==> config.mk <==
export PLATFORM = sky130hd
export DESIGN_NAME = seg7_scan_flat
export DESIGN_NICKNAME = d
export VERILOG_FILES = /design/src/rtl/seg7_pkg.sv /design/src/rtl/seg7_scan_if.sv /design/src/rtl/seg7_decode.sv /design/src/rtl/seg7_scan.sv /design/src/flat_wrapper.sv
export SDC_FILE = /design/constraint.sdc
export NUM_CORES = 1
export LEC_CHECK = 0
export ABC_AREA = 1
export CORE_AREA = 2 2 69 104
export DETAILED_ROUTE_END_ITERATION = 7
export DIE_AREA = 0 0 71 106
export PLACE_DENSITY = 0.85
export SLEW_MARGIN = 15
export SYNTH_ARGS = -nofsm -noshare
export SYNTH_HDL_FRONTEND = slang
export SYNTH_HIERARCHICAL = 1
export SYNTH_SLANG_ARGS = --single-unit
==> constraint.sdc <==
create_clock -name clk -period 4.5 [get_ports clk]
set_input_delay 0.45 -clock clk [delete_from_list [all_inputs] [get_ports clk]]
set_output_delay 0.45 -clock clk [all_outputs]
set_load 0.01 [all_outputs]
==> src/rtl/seg7_pkg.sv <==
// Shared constants and glyph table for the seven-segment display blocks.
// Patterns are active-low, bit order {g,f,e,d,c,b,a}.
package seg7_pkg;

  localparam int NUM_DIGITS = 8;

  localparam logic [6:0] SEG_BLANK = 7'h7F;
  localparam logic [6:0] SEG_MINUS = 7'h3F;

  // 0-9 are the usual digits; 10-15 show A,b,C,d,E,F so an illegal BCD
  // value is still visible on the display.
  function automatic logic [6:0] hex_glyph(input logic [3:0] v);
    logic [6:0] g;
    case (v)
      4'h0:    g = 7'h40;
      4'h1:    g = 7'h79;
      4'h2:    g = 7'h24;
      4'h3:    g = 7'h30;
      4'h4:    g = 7'h19;
      4'h5:    g = 7'h12;
      4'h6:    g = 7'h02;
      4'h7:    g = 7'h78;
      4'h8:    g = 7'h00;
      4'h9:    g = 7'h10;
      4'hA:    g = 7'h08;
      4'hB:    g = 7'h03;
      4'hC:    g = 7'h46;
      4'hD:    g = 7'h21;
      4'hE:    g = 7'h06;
      default: g = 7'h0E;
    endcase
    return g;
  endfunction

endpackage

==> src/rtl/seg7_scan_if.sv <==
// Digit/control inputs from the BCD converter and the display pins.
// load is a one-cycle strobe (no ready: the scanner always accepts it and a
// second load before commit simply replaces the pending value).
interface seg7_scan_if;
  import seg7_pkg::*;

  logic [3:0]            d0;
  logic [3:0]            d1;
  logic [3:0]            d2;
  logic [3:0]            d3;
  logic [3:0]            d4;
  logic                  neg;
  logic                  load;
  logic                  en;
  logic [NUM_DIGITS-1:0] an;
  logic [6:0]            seg;
  logic                  dp;

  modport master (
    output d0, d1, d2, d3, d4, neg, load, en,
    input  an, seg, dp
  );

  modport slave (
    input  d0, d1, d2, d3, d4, neg, load, en,
    output an, seg, dp
  );

endinterface

==> src/rtl/seg7_decode.sv <==
// Combinational 4-bit value to active-low seven-segment pattern, with a
// blank override.
module seg7_decode
  import seg7_pkg::*;
(
  input  logic [3:0] val,
  input  logic       blank,
  output logic [6:0] seg
);

  // Blank wins over the value.
  always_comb begin
    seg = blank ? SEG_BLANK : hex_glyph(val);
  end

endmodule

==> src/rtl/seg7_scan.sv <==
// Time-multiplexed 8-digit common-anode seven-segment scanner.
// Five BCD digits plus sign are double-buffered (pending -> shadow) and the
// shadow copy only changes on a slot boundary.
// Optional feature: define SEG7_LZB_EN for leading-zero blanking of slots 4..1.
module seg7_scan
  import seg7_pkg::*;
#(
  parameter int CLK_HZ     = 100_000_000,
  parameter int REFRESH_HZ = 1000
) (
  input  logic       clk,
  input  logic       reset,
  seg7_scan_if.slave bus
);

  // Clocks per digit slot; must be at least 2.
  localparam int DIV = CLK_HZ / (REFRESH_HZ * NUM_DIGITS);
  localparam int CW  = (DIV > 2) ? $clog2(DIV) : 1;

  logic [CW-1:0]         pre;
  logic                  tick;
  logic [2:0]            idx;

  logic [4:0][3:0]       in_d;
  logic [4:0][3:0]       pend_d;
  logic [4:0][3:0]       shad_d;
  logic                  pend_neg;
  logic                  shad_neg;
  logic                  pend_flag;

  logic [4:0]            lz_blank;
  logic [3:0]            dig_val;
  logic                  dig_blank;
  logic                  minus_on;
  logic [6:0]            dec_seg;
  logic [6:0]            glyph;

  logic [NUM_DIGITS-1:0] an_q;
  logic [6:0]            seg_q;

  assign tick = (pre == CW'(DIV - 1));
  assign in_d = {bus.d4, bus.d3, bus.d2, bus.d1, bus.d0};

  // Slot prescaler and scan index; idx wraps naturally at 8.
  always_ff @(posedge clk) begin
    if (reset) begin
      pre <= '0;
      idx <= '0;
    end else if (tick) begin
      pre <= '0;
      idx <= idx + 3'd1;
    end else begin
      pre <= pre + 1'b1;
    end
  end

  // Double buffer: commit uses the pending value from before this edge, so a
  // load on a tick cycle lands in pending and waits for the next tick.
  always_ff @(posedge clk) begin
    if (reset) begin
      pend_d    <= '0;
      shad_d    <= '0;
      pend_neg  <= 1'b0;
      shad_neg  <= 1'b0;
      pend_flag <= 1'b0;
    end else begin
      if (tick && pend_flag) begin
        shad_d   <= pend_d;
        shad_neg <= pend_neg;
      end
      if (bus.load) begin
        pend_d   <= in_d;
        pend_neg <= bus.neg;
      end
      if (bus.load) begin
        pend_flag <= 1'b1;
      end else if (tick) begin
        pend_flag <= 1'b0;
      end
    end
  end

`ifdef SEG7_LZB_EN
  logic zero_above;

  // Slot k (4..1) is blank when it and every higher digit are zero; D0 stays.
  always_comb begin
    lz_blank   = '0;
    zero_above = 1'b1;
    for (int k = 4; k >= 1; k--) begin
      zero_above  = zero_above && (shad_d[k] == 4'd0);
      lz_blank[k] = zero_above;
    end
  end
`else
  // Without blanking every digit slot shows its glyph.
  always_comb begin
    lz_blank = '0;
  end
`endif

  // Select what the current slot shows: a digit, the sign, or nothing.
  always_comb begin
    dig_val   = 4'd0;
    dig_blank = 1'b1;
    minus_on  = 1'b0;
    case (idx)
      3'd0: begin dig_val = shad_d[0]; dig_blank = lz_blank[0]; end
      3'd1: begin dig_val = shad_d[1]; dig_blank = lz_blank[1]; end
      3'd2: begin dig_val = shad_d[2]; dig_blank = lz_blank[2]; end
      3'd3: begin dig_val = shad_d[3]; dig_blank = lz_blank[3]; end
      3'd4: begin dig_val = shad_d[4]; dig_blank = lz_blank[4]; end
      3'd5: minus_on = shad_neg;
      default: ;
    endcase
  end

  seg7_decode u_decode (
    .val   (dig_val),
    .blank (dig_blank),
    .seg   (dec_seg)
  );

  assign glyph = minus_on ? SEG_MINUS : dec_seg;

  // Registered pins: one clock behind idx and en.
  always_ff @(posedge clk) begin
    if (reset) begin
      an_q  <= '1;
      seg_q <= SEG_BLANK;
    end else if (bus.en) begin
      an_q  <= ~(NUM_DIGITS'(1) << idx);
      seg_q <= glyph;
    end else begin
      an_q  <= '1;
      seg_q <= SEG_BLANK;
    end
  end

  assign bus.an  = an_q;
  assign bus.seg = seg_q;
  assign bus.dp  = 1'b1;

endmodule

==> src/flat_wrapper.sv <==
// flat-port wrapper written by rule: the top's interface ports become plain ports
module seg7_scan_flat import seg7_pkg::*;
#(
  parameter int CLK_HZ     = 100_000_000,
  parameter int REFRESH_HZ = 1000
)
  (clk, reset, bus_d0, bus_d1, bus_d2, bus_d3, bus_d4, bus_neg, bus_load, bus_en, bus_an, bus_seg, bus_dp);
  seg7_scan_if bus_i ();
  input  logic clk;
  input  logic reset;
  input wire logic [$bits(bus_i.d0)-1:0] bus_d0;
  input wire logic [$bits(bus_i.d1)-1:0] bus_d1;
  input wire logic [$bits(bus_i.d2)-1:0] bus_d2;
  input wire logic [$bits(bus_i.d3)-1:0] bus_d3;
  input wire logic [$bits(bus_i.d4)-1:0] bus_d4;
  input wire logic [$bits(bus_i.neg)-1:0] bus_neg;
  input wire logic [$bits(bus_i.load)-1:0] bus_load;
  input wire logic [$bits(bus_i.en)-1:0] bus_en;
  output wire logic [$bits(bus_i.an)-1:0] bus_an;
  output wire logic [$bits(bus_i.seg)-1:0] bus_seg;
  output wire logic [$bits(bus_i.dp)-1:0] bus_dp;
  assign bus_i.d0 = bus_d0;
  assign bus_i.d1 = bus_d1;
  assign bus_i.d2 = bus_d2;
  assign bus_i.d3 = bus_d3;
  assign bus_i.d4 = bus_d4;
  assign bus_i.neg = bus_neg;
  assign bus_i.load = bus_load;
  assign bus_i.en = bus_en;
  assign bus_an = bus_i.an;
  assign bus_seg = bus_i.seg;
  assign bus_dp = bus_i.dp;
  seg7_scan #(.CLK_HZ(CLK_HZ), .REFRESH_HZ(REFRESH_HZ)) u_core (.clk(clk), .reset(reset), .bus(bus_i));
endmodule
==> results of run 1 <==
==> kinds of logic (layout without fill, tap and decap cells) <==
group | after synthesis | in the layout | share of synthesized area, %
and+or+nand+nor | 222 | 222 | 28.2
buffers and inverters | 115 | 150 | 13.6
DFF | 75 | 75 | 42.0
AOI/OAI and AO/OA | 67 | 67 | 10.2
adders and majority gates | 14 | 14 | 4.90
xor gates and xnor gates | 4 | 4 | 0.980
other | 1 | 1 | 0.105
==> per-layer routing <==
| layer | vias up | track usage (%) |
|---|---|---|
| li1 | 1588 | - |
| met1 | 1342 | 19.9 |
| met2 | 74 | 33.6 |
| met3 | 21 | 4.93 |
| met4 | 0 | 11.6 |
| met5 | - | 0 |
==> final timing paths <==
check	from	to	slack (ps)	cells past startpoint
worst max-delay path	u_core/idx[0]	u_core/bus.seg[3]	1810	14
worst min-delay path	u_core/pend_d[14]	u_core/pend_d[14]	460	2
worst max register to register	u_core/idx[0]	u_core/bus.seg[3]	1810	14
worst min register to register	u_core/pend_d[14]	u_core/pend_d[14]	460	2
==> registers in the layout, summed over array words and instances, names as in the netlist <==
| name | flops |
|---|---|
| u_core/pend_d | 20 |
| u_core/shad_d | 20 |
| u_core/pre | 14 |
| u_core/bus.an | 8 |
| u_core/bus.seg | 7 |
| u_core/idx | 3 |
| u_core/pend_flag | 1 |
| u_core/pend_neg | 1 |
| u_core/shad_neg | 1 |
==> cells in the mapped netlist (2+ instances only) <==
cell and number:
a21oi_1 30, buf_1 2, buf_2 5, buf_4 3
buf_6 5, clkbuf_1 5, dfxtp_1 75, ha_1 14
inv_1 89, inv_2 5, nand2_1 102, nand2_2 2
nand3_1 49, nand3_4 2, nand4_1 2, nor2_1 46
nor2_2 4, nor2_4 2, nor3_1 2, o211ai_1 2
o21ai_0 27, o21ai_2 2, o22ai_1 4, or2_2 7
xor2_1 3
==> report_power, final <==
| group | leakage (nW) | internal (mW) | switching, mW |
|---|---|---|---|
| Sequential | 0.613 | 0.683 | 0.0118 |
| Clock | 0.108 | 0.322 | 0.239 |
| Combinational | 1.04 | 0.0396 | 0.0383 |
==> critical path, stage by stage (launching register included) <==
cell	delay, ps
dfxtp_1	360
inv_1	100
ha_1	160
inv_1	40
nor2_1	290
nand2_1	80
o21ai_0	80
nor2_1	70
o21ai_0	250
inv_1	250
ha_1	380
nand2_1	50
nand3_1	110
nand3_1	70
or2_2	290
==> stage by stage <==
step           hold WS, ps  cells
6_report               458    611
5_1_grt                470    611
4_1_cts                458    611
3_5_place_dp           448    596
3_3_place_gp           434    596
2_1_floorplan          429    498
==> area by class of cell <==
type                    count  area (um^2)  share of cell area (%)
well taps                  78         97.6                    2.35
multi-input cells         308         1590                    38.2
repair buffers             40          398                    9.57
clock inverters             5         77.6                    1.87
inverters                  95          358                    8.61
flip-flops and latches     75         1500                    36.1
clock buffers              10          138                    3.31
==> impl_metrics.csv, run 1 <==
group,metric,value,unit
die,std_cell_rows,37,
synthesis,netlist_top_cells_area,"dfxtp_1, nand2_1, inv_1, nand3_1, ha_1",
die,die_w,71,um
global_route,grt_pass1_vias,2827,
routing,drtPass1Iterations,4,
routing,m1WireLength,2.71,mm
final_layout,fin_util,61.9,%
final_layout,antenna_cells,0,
timing,drv_slew,0,
final_layout,mostFrequentLayoutCells,"nand2_1, inv_1, dfxtp_1",
flow_run,cap_viol_max_count,0,
timing,fin_crit_sh,59.7,%
cts,insertion_delay,350,ps
routing,via_per_inst,4.95,
setup_path,critical_path_class,"reg2reg",
cts,cts.sinks,75,
die,start_util,53.3,%
synthesis,async_flop_share,0,%
timing,setup-tns-final,0,ps
synthesis,syn-num-nets,537,
placement,gp_congestion,0.869,
timing,min_period,2690,ps
cts,cts_root_buf,"clkbuf_8",
cts,holdBufCountCts,0,
placement,post_dp_cell_area,3940,um^2
routing,final_antenna_net_count,0,
timing,fmax,372,MHz
synthesis,synth_edf_count,0,
die,die_area,7530,um^2
cts,tritoncts.num_buffers,9,
cts,post_cts_resized,0,
timing,relSlewSlack,36.5,%
synthesis,synth_top_area_share,42.0,%
setup_path,worst_ep_arrival_time,2930,ps
setup_path,required,4740,ps
final_layout,drive_gt1_share,8.44,%
hold_path,min_path_type,"reg2reg",
synthesis,ys_types,34,
global_route,grt_overflow,0,
global_route,grt_pass1_wl,11.5,mm
cts,cts_buffer_depth,2,
routing,wl_met2,3.37,mm
timing,setup_ws,1810,ps
cts,htreeDepth,3,
final_layout,fill_cells,583,
synthesis,yosysWarnings,6,
global_route,grt_max_degree,43,
routing,drt_iter0_drc,118,
timing,hold_viol,0,
global_route,antenna_found_initial,0,
placement,io_buffers,39,
placement,hpwlAfterDp,4.79,mm
die,ioPinCount,41,
setup_path,cp-end-kind,"flop",
final_layout,fin_area,4160,um^2
cts,path_clk_slew,70,ps
final_layout,syn_to_final_growth,16.2,%
setup_path,cp_max_fo,6,
routing,wl_met3,307,um
final_layout,fin_nets,568,
timing,finClkSkew,2.80,ps
routing,wl_per_cell,10.9,um
die,chipHeight,106,um
synthesis,synth-seq-area-share,42.0,%
synthesis,syn_avg_cell_area,7.18,um^2
cts,cts_tree,"built",
timing,setup_viol,0,
routing,routed.top_layer,"met4",
power,power,1.33,mW
timing,tightest_slew,951,ps
synthesis,yosys.area.top_type,"dfxtp_1",
synthesis,syn_inst,498,
placement,dp_slack,1900,ps
setup_path,startpoint_type,"flop",
power,p_per_area,321,nW/um^2
synthesis,syn_area,3580,um^2
power,ir_worst_vdd,0.000298,V
global_route,grt_use_total,19.1,%
synthesis,synth-seq-cells,75,
synthesis,synth_top_flop_cell,"dfxtp_1",
routing,drc_errors,0,
outcome,outcome,"finished, final reports clean",
final_layout,final_common_cell,"nand2_1",
routing,drt_wl_total,6.64,mm
timing,rsz0062_at_grt,"false",
cts,cts_setup_buffers,0,
power,p_leak,1.76,nW
routing,vias,3025,
die,core-area,6710,um^2
Note: power is estimated with default switching activity, not from simulation.
==> run 2, diff against run 1 <==
Settings changed: CORE_AREA 2 2 69 104 to 2 2 73 109, DIE_AREA 0 0 71 106 to 0 0 75 111, PLACE_DENSITY 0.85 to 0.81.
Clock period 4.5 ns to 2.3 ns, I/O delays scaled along.
==> run 2 against run 1 <==
  * Clock skew grew 2.6 ps
  * Sequential power is 94% higher
  * Wire length rose by 1.3%
  * Critical path type unchanged
==> impl_metrics.csv, run 2 (synthesized netlist as in run 1, its figures left out) <==
group,metric,value,unit
setup_path,cp.depth,13,
power,power_switching,609,uW
routing,wl_met2,3.52,mm
setup_path,reg2reg_slack,120,ps
die,die_w,75,um
final_layout,reg_top3,"u_core/pend_d (20), u_core/shad_d (20), u_core/pre (14)",
cts,cts.sinks,75,
flow_run,cap_viol_max_count,0,
cts,path_clk_slew,60,ps
global_route,grt_use_total,17.8,%
power,swShare,21.7,%
power,p_int,2.20,mW
final_layout,antenna_cells,0,
power,seqPwrFrac,48.0,%
setup_path,reg2regPathDepth,13,
placement,gp_congestion,0.824,
timing,fin_crit_sh,94.7,%
routing,via_per_inst,4.67,
die,ioPinCount,41,
routing,drt_wl_total,6.73,mm
setup_path,crit_path_end,"u_core/bus.seg[5]",
power,p_leak,1.85,nW
cts,cts_root_buf,"clkbuf_16",
setup_path,r2r-start,"u_core/idx[0]",
setup_path,cp_slowest_cell,"dfxtp_4",
routing,drt_iter0_drc,142,
cts,tritoncts.num_buffers,9,
placement,hpwlAfterDp,4.74,mm
final_layout,ff_latch_area,1510,um^2
global_route,grt_overflow,0,
global_route,antenna_found_initial,0,
setup_path,slowest_delay,360,ps
final_layout,fin_nets,577,
placement,io_buffers,39,
cts,htreeDepth,3,
routing,routed.top_layer,"met4",
power,power_frac_comb,6.0,%
setup_path,worst_ep_arrival_time,2400,ps
setup_path,cp-end-kind,"flop",
timing,drv_slew,0,
final_layout,fin_util,59.0,%
power,clkPwrFrac,45.9,%
routing,drtPass1Iterations,4,
final_layout,stdcell_count,645,
placement,place_inst,628,
cts,insertion_delay,330,ps
setup_path,path_buf_inv,2,
die,std_cell_rows,39,
setup_path,required,2520,ps
routing,wl_met3,271,um
hold_path,min_path_type,"reg2reg",
setup_path,critPathTopFamily,"simple AND/OR/NAND/NOR gates",
timing,hold_viol,0,
setup_path,cp_max_fo,5,
cts,cts_tree,"built",
final_layout,final_common_cell,"nand2_1",
routing,wl_per_cell,10.4,um
final_layout,syn_to_final_growth,23.2,%
setup_path,startpoint_type,"flop",
final_layout,mostFrequentLayoutCells,"nand2_1, inv_1, dfxtp_1",
global_route,grt_pass1_wl,11.6,mm
setup_path,crit_path_cell_trace,"ha_2, ha_4, inv_2, o22ai_1, nor2_1, o21ai_2, buf_4, ha_1, nand2_2, o21ai_1, nand2_1, nand3_1, or2_2",
global_route,grt_pass1_vias,2923,
timing,finClkSkew,5.41,ps
timing,min_period,2180,ps
power,ir_worst_vdd,0.000458,V
power,p_per_area,638,nW/um^2
routing,drc_errors,0,
routing,vias,3013,
die,die_area,8330,um^2
die,core-area,7470,um^2
timing,setup_viol,0,
final_layout,multiInputGateArea,1650,um^2
die,start_util,47.9,%
die,chipHeight,111,um
outcome,outcome,"finished, final reports clean",
global_route,grt_max_degree,48,
final_layout,drive_gt1_share,14.0,%
timing,rsz0062_at_grt,"false",
final_layout,fill_cells,657,
cts,cts_buffer_depth,2,
setup_path,reg2reg_to,"u_core/bus.seg[5]",
timing,fmax,459,MHz
setup_path,critPathLaunch,"u_core/idx[0]",
hold_path,min-delay-start,"u_core/idx[2]",
routing,m1WireLength,2.72,mm
setup_path,critical_path_class,"reg2reg",
routing,final_antenna_net_count,0,
[run 2: worst min-delay path by stage]
stage	endpoint	slack [ps]	cells after the start
6_report	u_core/bus.an[5]	450	1
5_1_grt	u_core/pend_d[5]	470	2
4_1_cts	u_core/pend_d[5]	460	2
3_5_place_dp	u_core/pend_d[5]	450	2
3_3_place_gp	u_core/pre[0]	430	1
2_1_floorplan	u_core/pend_flag	340	2
[run 2: cell type report]
cell class                 instances  share of cell area [%]
inverter                          95                    8.13
clock buffer                      11                    5.74
timing repair buffer              49                    10.9
sequential                        75                    34.3
clock inverter                     5                   0.625
multi-input combinational        308                    37.5
tap                              102                    2.90
[run 2: metrics by stage]
step | TNS [ps] | cell area [um^2] | hold slack (ps) | setup slack (ps) | power (mW)
2_1_floorplan | 0 | 3580 | 343 | 46.4 | 1.47
3_5_place_dp | -247 | 4040 | 448 | -61.8 | 1.55
6_report | 0 | 4400 | 450 | 122 | 2.81
5_1_grt | 0 | 4400 | 469 | 4.61 | 2.91
4_1_cts | 0 | 4330 | 455 | 0.0506 | 2.85
3_3_place_gp | 0 | 4040 | 435 | 48.3 | 1.54
[run 2: repair_timing]
action                                  4_1_cts  5_1_grt
pin swaps                                     0        2
resized for setup                             4       24
hold buffers                                  0        0
endpoints found under the setup margin        6        7
buffers inserted                              0        1
[run 2: per-layer routing]
metal,up-vias,GRT usage (%)
met1,1320,18.8
met3,20,5.00
met5,-,0
met4,0,9.88
met2,63,30.4
li1,1610,-
[run 2: power groups by stage]
stage | logic (mW) | registers, mW | clock network (mW)
after floorplan | 0.0931 | 1.38 | 0
after detailed placement | 0.171 | 1.38 | 0
after global routing | 0.192 | 1.35 | 1.37
final | 0.170 | 1.35 | 1.29
after global placement | 0.167 | 1.38 | 0
after CTS | 0.171 | 1.35 | 1.33
[run 2: worst reg2reg max path, stage by stage (launching register included)]
cell	delay [ps]
dfxtp_4	360
ha_2	210
ha_4	170
inv_2	80
o22ai_1	80
nor2_1	130
o21ai_2	80
buf_4	150
ha_1	220
nand2_2	110
o21ai_1	70
nand2_1	60
nand3_1	60
or2_2	300
